<file path="src/rtl/iir_pkg.sv">
// rtl/iir_pkg.sv - shared widths, fixed-point shift and FSM states for the one-pole IIR MAC
package iir_pkg;
  localparam int DATA_W     = 8;
  localparam int COEF_W     = 8;
  localparam int OUT_W      = 16;
  localparam int ACC_W      = 26;
  localparam int FRAC_SHIFT = 6;
  localparam int PROD_W     = COEF_W + OUT_W;

  typedef enum logic [2:0] {
    IDLE,
    MB0,
    MB1,
    MA1,
    OUT
  } state_t;
endpackage

</file>
<file path="src/rtl/iir_mac.sv">
// rtl/iir_mac.sv - shared signed multiplier with operand select and 26-bit accumulator
module iir_mac
  import iir_pkg::*;
(
  input  logic                    clk,
  input  logic                    rst,
  input  state_t                  phase,
  input  logic [COEF_W-1:0]       b0,
  input  logic [COEF_W-1:0]       b1,
  input  logic [COEF_W-1:0]       a1,
  input  logic [DATA_W-1:0]       x,
  input  logic [DATA_W-1:0]       x_prev,
  input  logic [OUT_W-1:0]        y_prev,
  output logic signed [ACC_W-1:0] acc_next
);

  logic signed [ACC_W-1:0]  acc_q;
  logic signed [ACC_W-1:0]  acc_d;
  logic signed [ACC_W-1:0]  base;
  logic signed [COEF_W-1:0] coef;
  logic signed [OUT_W-1:0]  operand;
  logic signed [PROD_W-1:0] prod;

  always_comb begin
    coef    = '0;
    operand = '0;
    base    = acc_q;
    acc_d   = acc_q;
    case (phase)
      MB0: begin
        coef    = b0;
        operand = OUT_W'($signed(x));
        base    = '0;
      end
      MB1: begin
        coef    = b1;
        operand = OUT_W'($signed(x_prev));
      end
      MA1: begin
        coef    = a1;
        operand = y_prev;
      end
      default: ;
    endcase
    prod = coef * operand;
    // The feedback term enters with a minus sign: y = ... - A1*y[n-1].
    case (phase)
      MB0, MB1: acc_d = base + ACC_W'(prod);
      MA1:      acc_d = base - ACC_W'(prod);
      default:  acc_d = acc_q;
    endcase
  end

  assign acc_next = acc_d;

  always_ff @(posedge clk) begin
    if (rst) begin
      acc_q <= '0;
    end else begin
      acc_q <= acc_d;
    end
  end

endmodule

</file>
<file path="src/rtl/iir_1pole_mac.sv">
// rtl/iir_1pole_mac.sv - one-pole IIR, one shared MAC over 5 states; IIR_SAT_EN selects clamp instead of wrap
module iir_1pole_mac
  import iir_pkg::*;
(
  input  logic              clk,
  input  logic              rst,
  input  logic              in_valid,
  output logic              in_ready,
  input  logic [DATA_W-1:0] Xin,
  input  logic [COEF_W-1:0] B0,
  input  logic [COEF_W-1:0] B1,
  input  logic [COEF_W-1:0] A1,
  output logic              out_valid,
  input  logic              out_ready,
  output logic [OUT_W-1:0]  Yout
);

  state_t              state_q, state_d;
  logic [DATA_W-1:0]   x_q, x_d;
  logic [COEF_W-1:0]   b0_q, b0_d;
  logic [COEF_W-1:0]   b1_q, b1_d;
  logic [COEF_W-1:0]   a1_q, a1_d;
  logic [DATA_W-1:0]   x_prev_q, x_prev_d;
  logic [OUT_W-1:0]    y_prev_q, y_prev_d;
  logic [OUT_W-1:0]    yout_q, yout_d;
  logic                out_valid_q, out_valid_d;
  logic signed [ACC_W-1:0] acc_next;
  logic [OUT_W-1:0]    y_res;

  iir_mac u_mac (
    .clk      (clk),
    .rst      (rst),
    .phase    (state_q),
    .b0       (b0_q),
    .b1       (b1_q),
    .a1       (a1_q),
    .x        (x_q),
    .x_prev   (x_prev_q),
    .y_prev   (y_prev_q),
    .acc_next (acc_next)
  );

`ifdef IIR_SAT_EN
  localparam logic signed [ACC_W-1:0] Y_MAX = ACC_W'((1 << (OUT_W - 1)) - 1);
  localparam logic signed [ACC_W-1:0] Y_MIN = -Y_MAX - ACC_W'(1);
  logic signed [ACC_W-1:0] shifted;

  always_comb begin
    shifted = acc_next >>> FRAC_SHIFT;
    if (shifted > Y_MAX) begin
      y_res = Y_MAX[OUT_W-1:0];
    end else if (shifted < Y_MIN) begin
      y_res = Y_MIN[OUT_W-1:0];
    end else begin
      y_res = shifted[OUT_W-1:0];
    end
  end
`else
  assign y_res = OUT_W'(acc_next >>> FRAC_SHIFT);
`endif

  always_comb begin
    state_d     = state_q;
    x_d         = x_q;
    b0_d        = b0_q;
    b1_d        = b1_q;
    a1_d        = a1_q;
    x_prev_d    = x_prev_q;
    y_prev_d    = y_prev_q;
    yout_d      = yout_q;
    out_valid_d = out_valid_q;
    case (state_q)
      IDLE: begin
        if (in_valid) begin
          x_d     = Xin;
          b0_d    = B0;
          b1_d    = B1;
          a1_d    = A1;
          state_d = MB0;
        end
      end
      MB0: state_d = MB1;
      MB1: state_d = MA1;
      MA1: begin
        yout_d      = y_res;
        out_valid_d = 1'b1;
        state_d     = OUT;
      end
      OUT: begin
        // History advances only when the consumer actually takes the result.
        if (out_ready) begin
          x_prev_d    = x_q;
          y_prev_d    = yout_q;
          out_valid_d = 1'b0;
          state_d     = IDLE;
        end
      end
      default: state_d = IDLE;
    endcase
  end

  always_ff @(posedge clk) begin
    if (rst) begin
      state_q     <= IDLE;
      x_q         <= '0;
      b0_q        <= '0;
      b1_q        <= '0;
      a1_q        <= '0;
      x_prev_q    <= '0;
      y_prev_q    <= '0;
      yout_q      <= '0;
      out_valid_q <= 1'b0;
    end else begin
      state_q     <= state_d;
      x_q         <= x_d;
      b0_q        <= b0_d;
      b1_q        <= b1_d;
      a1_q        <= a1_d;
      x_prev_q    <= x_prev_d;
      y_prev_q    <= y_prev_d;
      yout_q      <= yout_d;
      out_valid_q <= out_valid_d;
    end
  end

  assign in_ready  = (state_q == IDLE) && !rst;
  assign out_valid = out_valid_q;
  assign Yout      = yout_q;

endmodule

</file>
<file path="config.mk">
export PLATFORM = sky130hd
export DESIGN_NAME = iir_1pole_mac
export DESIGN_NICKNAME = d
export VERILOG_FILES = /design/src/rtl/iir_pkg.sv /design/src/rtl/iir_mac.sv /design/src/rtl/iir_1pole_mac.sv
export SDC_FILE = /design/constraint.sdc
export NUM_CORES = 1
export LEC_CHECK = 0
export BUFFER_PORTS_ARGS = -buffer_cell sky130_fd_sc_hd__buf_2
export CAP_MARGIN = 0
export CORE_ASPECT_RATIO = 1.75
export CORE_MARGIN = 1.5
export CORE_UTILIZATION = 45
export DETAILED_ROUTE_END_ITERATION = 10
export GPL_TIMING_DRIVEN = 0
export SLEW_MARGIN = 30
export SYNTH_ARGS = -nofsm -noshare
export SYNTH_HDL_FRONTEND = slang
export SYNTH_HIERARCHICAL = 1
export SYNTH_SLANG_ARGS = --single-unit
</file>
<file path="constraint.sdc">
create_clock -name clk -period 12.7 [get_ports clk]
set_input_delay 2.54 -clock clk [delete_from_list [all_inputs] [get_ports clk]]
set_output_delay 2.54 -clock clk [all_outputs]
set_load 0.05 [all_outputs]
</file>
# [Word level (Yosys, flattened, before mapping)]
# Index checks and enable logic that the tools add are counted.
[op_classes] n_mux=9 addsub=2 div=0 magnitude_cmp=0 eq_ne=6 reduce_logical=10 mul=1 n_bitwise=0 shifts=0
[op_table] operator="$pmux 26 s2" count=1
[op_table] operator="$pmux 16 s3" count=1
[op_table] operator="$add 26x24->26" count=1
[op_table] operator="$mux 26" count=1
[op_table] operator="$sub 26x24->26" count=1
[op_table] operator="$mul 8x16->24" count=1
[op_table] operator="$pmux 8 s3" count=1
[op_table] operator="$pmux 3 s5" count=1
[op_table] operator="$reduce_and 2->1" count=4
[op_table] operator="$eq 3x2->1 const B" count=2
[op_table] operator="$mux 3" count=2
[op_table] operator="$ne 2x2->1 const B" count=2
[op_table] operator="$reduce_bool 2->1" count=2
[op_table] operator="$eq 3x1->1 const B" count=1
[op_table] operator="$eq 3x3->1 const B" count=1
[op_table] operator="$logic_not 3->1" count=1
[op_table] operator="$pmux 1 s2" count=1
[op_table] operator="$reduce_or 2->1" count=1
[op_table] operator="$logic_and 1x1->1" count=1
[op_table] operator="$logic_not 1->1" count=1
[op_table] operator="$mux 1" count=1
[word_totals] mem_count=0 reg_bits=102 romBits=0 output_inout_bits=18 latchBits=0 mem_bits_rw=0 inputBits=36

# [Logic depth before layout (Yosys ltp)]
[logic_depth] ltp_word=5 mapped_depth=38

# [By module]
# The synthesis kept the hierarchy.
[modules_own_cells] mod="iir_mac" cells_each=1088 area_each_um2=8395.6 instances=1
[modules_own_cells] mod="iir_1pole_mac" cells_each=305 area_each_um2=3271.9 instances=1

# [Least setup slack after synthesis]
# OpenSTA, ideal clock, no wires.
[synth_timing] path_type="register to register" start="reg state_q[0]" end="reg u_mac.acc_q[25]" synth_period_minus_slack_ns=8.547 n_path_buf=3 stages_incl_launch_ff=33 t_arrival_ns=8.417 path_slack_ns=4.153 required_ns=12.570 cell_sequence="dfxtp_1 buf_1 mux2_2 a22o_1 nand2_1 buf_1 nor2_1 fa_1 fa_1 fa_1 inv_1 fa_1 inv_1 ha_1 clkbuf_1 and2_1 a31oi_1 a32o_1 a221oi_1 a211o_1 nand2b_1 nor3b_1 nor2_1 xnor2_1 ha_1 inv_1 a2111oi_0 a221oi_1 a211o_1 a31o_2 or3b_2 o2111ai_1 o31ai_2"
[synth_via] elab_chain_len=5
[synth_rtl] element="start: declaration" line_no="iir_1pole_mac.sv:18" source="state_t state_q, state_d;"
[synth_rtl] element="start signal: assignment" line_no="iir_1pole_mac.sv:114" source="state_q <= state_d;"
[synth_rtl] element="$eq 3x2->1 or $eq 3x1->1 (tied branches)" line_no="iir_mac.sv:29, iir_mac.sv:47"
[synth_rtl] element="$pmux 8 s3 or $pmux 16 s3 (tied branches)" line_no="iir_mac.sv:29" source="case (phase)"
[synth_rtl] element="$mul 8x16->24" line_no="iir_mac.sv:45" source="prod = coef * operand;"
[synth_rtl] element="$sub 26x24->26 or $add 26x24->26 (tied branches)" line_no="iir_mac.sv:49, iir_mac.sv:48"
[synth_rtl] element="$pmux 26 s2" line_no="iir_mac.sv:47" source="case (phase)"
[synth_rtl] element="end signal: assignment" line_no="iir_mac.sv:58" source="acc_q <= '0;"
[synth_rtl] element="end signal: assignment" line_no="iir_mac.sv:60" source="acc_q <= acc_d;"
[synth_rtl] element="end: declaration" line_no="iir_mac.sv:17" source="logic signed [ACC_W-1:0] acc_q;"
# Several ways; a longest one is shown, not always the timed one.
# A chain may end at the register's enable or synchronous reset.

# [Worst setup path after layout]
[layout_timing] start="reg state_q[2]" end="reg yout_q[15] (netlist: Yout[15])"
[layout_via] elab_chain_len=5
[layout_rtl] element="$eq 3x2->1 or $eq 3x1->1 (tied branches)" line_no="iir_mac.sv:29, iir_mac.sv:47"
[layout_rtl] element="$pmux 8 s3 or $pmux 16 s3 (tied branches)" line_no="iir_mac.sv:29"
[layout_rtl] element="$mul 8x16->24" line_no="iir_mac.sv:45"
[layout_rtl] element="$sub 26x24->26 or $add 26x24->26 (tied branches)" line_no="iir_mac.sv:49, iir_mac.sv:48"
[layout_rtl] element="$pmux 26 s2 *" line_no="iir_mac.sv:47"
[layout_rtl] element="net acc_next[21]" line_no="iir_1pole_mac.sv:27" source="logic signed [ACC_W-1:0] acc_next;"
[layout_rtl] element="end signal: assignment" line_no="iir_1pole_mac.sv:121" source="yout_q <= yout_d;"
[layout_rtl] element="end: declaration" line_no="iir_1pole_mac.sv:25" source="logic [OUT_W-1:0] yout_q, yout_d;"
# Mark *: on every way through the listed nets, which the timed path passes. The rest lies on a longest branch.

==> flow_metrics.tcl <==
set metrics [dict create \
    status "finished, final reports clean" \
    antenna_found_initial 0 \
    cp-start-kind "flop" \
    path_max_fanout 10 \
    cp-end-kind "flop" \
    drive_above_1_share_pct 9.04 \
    cp.required_ns 12.97 \
    synth_area_per_cell_um2 8.47 \
    r2r_slack_ns 2.77 \
    antenna_cells 0 \
    cts-resized-gates 0 \
    numCtsBuffers 9 \
    gp_congestion 0.903 \
    fin_area_mm2 0.0117 \
    dp.final_hpwl_um 24000 \
    cts_tree "built" \
    grt_first_pass_wirelength_um 46700 \
    critPathKind "reg -> reg" \
    period_needed_ns 9.93 \
    layout.nets 1537 \
    clock_latency_ns 0.35 \
    power_leakage_uw 0.00512 \
    fin_ws_ns 2.77 \
    r2r_cells 35 \
    wl_per_cell_um 17.7 \
    drt_iter0_markers 362 \
    core-area_mm2 0.0234 \
    ctsHoldBuffers 0 \
    wl_um 29000 \
    relSlewSlack_pct 35.2 \
    fillCellCount 2362 \
    finish.utilization_pct 49.9 \
    num_vias 8754 \
    post_cts.repair.setup_buffers 0 \
    final_cell_mix "inv_1 (147), nor2_1 (133), nand2b_1 (126)" \
    cp_common_cell "fa_1" \
    period_share_pct 78.2 \
    setup_viol 0 \
    ir_drop_v 0.000140 \
    cts.path.max_buffers 2 \
    arrival_ns 10.19 \
    start_util_pct 45.9 \
    endpoint "Yout[15]$_SDFFE_PP0P_" \
    cp_slowest_stage_delay_ns 0.72 \
    grt_max_degree 18 \
    grt_pass1_vias 8945 \
    clkTransAtPathRegs_ns 0.07 \
    track_usage_pct 24.0 \
    netlist_instances 1270 \
    p_int_uw 733 \
    synth-warning-count 6 \
    tns_ns 0 \
    area_growth_pct 8.61 \
    route.detailed.drc 0 \
    postRouteAntennaNets 0 \
    syn_nets 1473 \
    clock.fmax_mhz 101 \
    ios 54 \
    r2r_end "Yout[15]$_SDFFE_PP0P_" \
    clockPowerShare_pct 21.3 \
    max_cap_viol_count 0 \
    p_sw_uw 516 \
    timing.rr.start "state_q[2]$_SDFFE_PP0P_" \
    port_buffers 53 \
    firstDrtPassIters 5 \
    rsz0062_at_grt "false" \
    switching_share_pct 41.3 \
    combPwrFrac_pct 50.5 \
    fin_total_pwr_uw 1250 \
    slew_viol_final 0 \
    cts_sinks 98 \
    place_ws_ns 2.93 \
    power_density_mw_per_mm2 107 \
    hold_viol 0 \
    die-area_mm2 0.0249 \
    viasPerCell 5.33 \
    root_buffer "clkbuf_16" \
    final_common_cell "inv_1" \
    hold_path.class "reg -> reg" \
    crit_start "state_q[2]$_SDFFE_PP0P_" \
    rows 74 \
    synth.cell_area_mm2 0.0108 \
    tightest_slew_ns 0.972 \
    die-width_um 120 \
    die_y_um 208 \
    h-tree-depth 3 \
    grt_overflow 0 \
    place_area_mm2 0.0114 \
    crit_slowest_cell "a21oi_1" \
    fin_skew_ns 0.0110 \
    seq_power_share_pct 28.2 \
]
## how the worst min path moves through the flow
stage	slack [ns]	end	depth (start not counted)	from
global placement	0.44	u_mac/acc_q[4]$_SDFF_PP0_	2	u_mac/acc_q[4]$_SDFF_PP0_
detailed placement	0.44	u_mac/acc_q[4]$_SDFF_PP0_	2	u_mac/acc_q[4]$_SDFF_PP0_
CTS	0.45	u_mac/acc_q[4]$_SDFF_PP0_	2	u_mac/acc_q[4]$_SDFF_PP0_
finish	0.45	u_mac/acc_q[4]$_SDFF_PP0_	2	u_mac/acc_q[4]$_SDFF_PP0_
global route	0.49	a1_q[6]$_SDFFE_PP0P_	2	a1_q[6]$_SDFFE_PP0P_
floorplan	0.43	u_mac/acc_q[4]$_SDFF_PP0_	2	u_mac/acc_q[4]$_SDFF_PP0_
## sequential cells by signal, indices dropped and copies added (netlist names), 8 cells and up
signal	flops
x_q	8
u_mac/acc_q	22
Yout	16
a1_q	8
y_prev_q	16
b1_q	8
x_prev_q	8
b0_q	8
## through the flow
stage | hold WS [ns] | cells
after floorplan | 0.427 | 1270
after global placement | 0.440 | 1627
after detailed placement | 0.444 | 1627
after CTS | 0.452 | 1642
after global routing | 0.490 | 1642
final | 0.454 | 1642
## worst max-delay path, delay by kind of cell (launching register included)
| family | cells | cell delay [ns] |
|---|---|---|
| xor+xnor | 1 | 0.24 |
| fa+ha+maj | 6 | 2.71 |
| compound gates | 9 | 2.45 |
| buf+inv | 7 | 1.45 |
| mux | 1 | 0.15 |
| flops | 1 | 0.51 |
| simple gates | 11 | 2.34 |
## final cells by class
type	instances	area (um^2)	share of cell area (%)
clock inverters	6	51.3	0.439
multi-input cells	957	7920	67.8
flip-flops and latches	98	1960	16.8
inverters	148	556	4.75
well taps	304	380	3.26
plain buffers	67	327	2.79
clock buffers	9	225	1.93
repair buffers	53	265	2.27
## per-layer routing
metal	GRT usage, %	up-vias	part of all wire [%]
li1	-	4292	-
met1	27.5	4273	39
met2	46.4	148	56
met3	1.21	41	2.0
met4	7.96	0	2.9
met5	0	-	0
## power by group through the flow
stage                     Clock (uW)  Combinational, uW  Sequential, uW
after floorplan                    0                470             363
after global routing             279                702             356
after global placement             0                624             359
after detailed placement           0                627             360
after CTS                        268                632             353
final                            266                630             353
No activity file was read; power rests on OpenSTA's default activity.
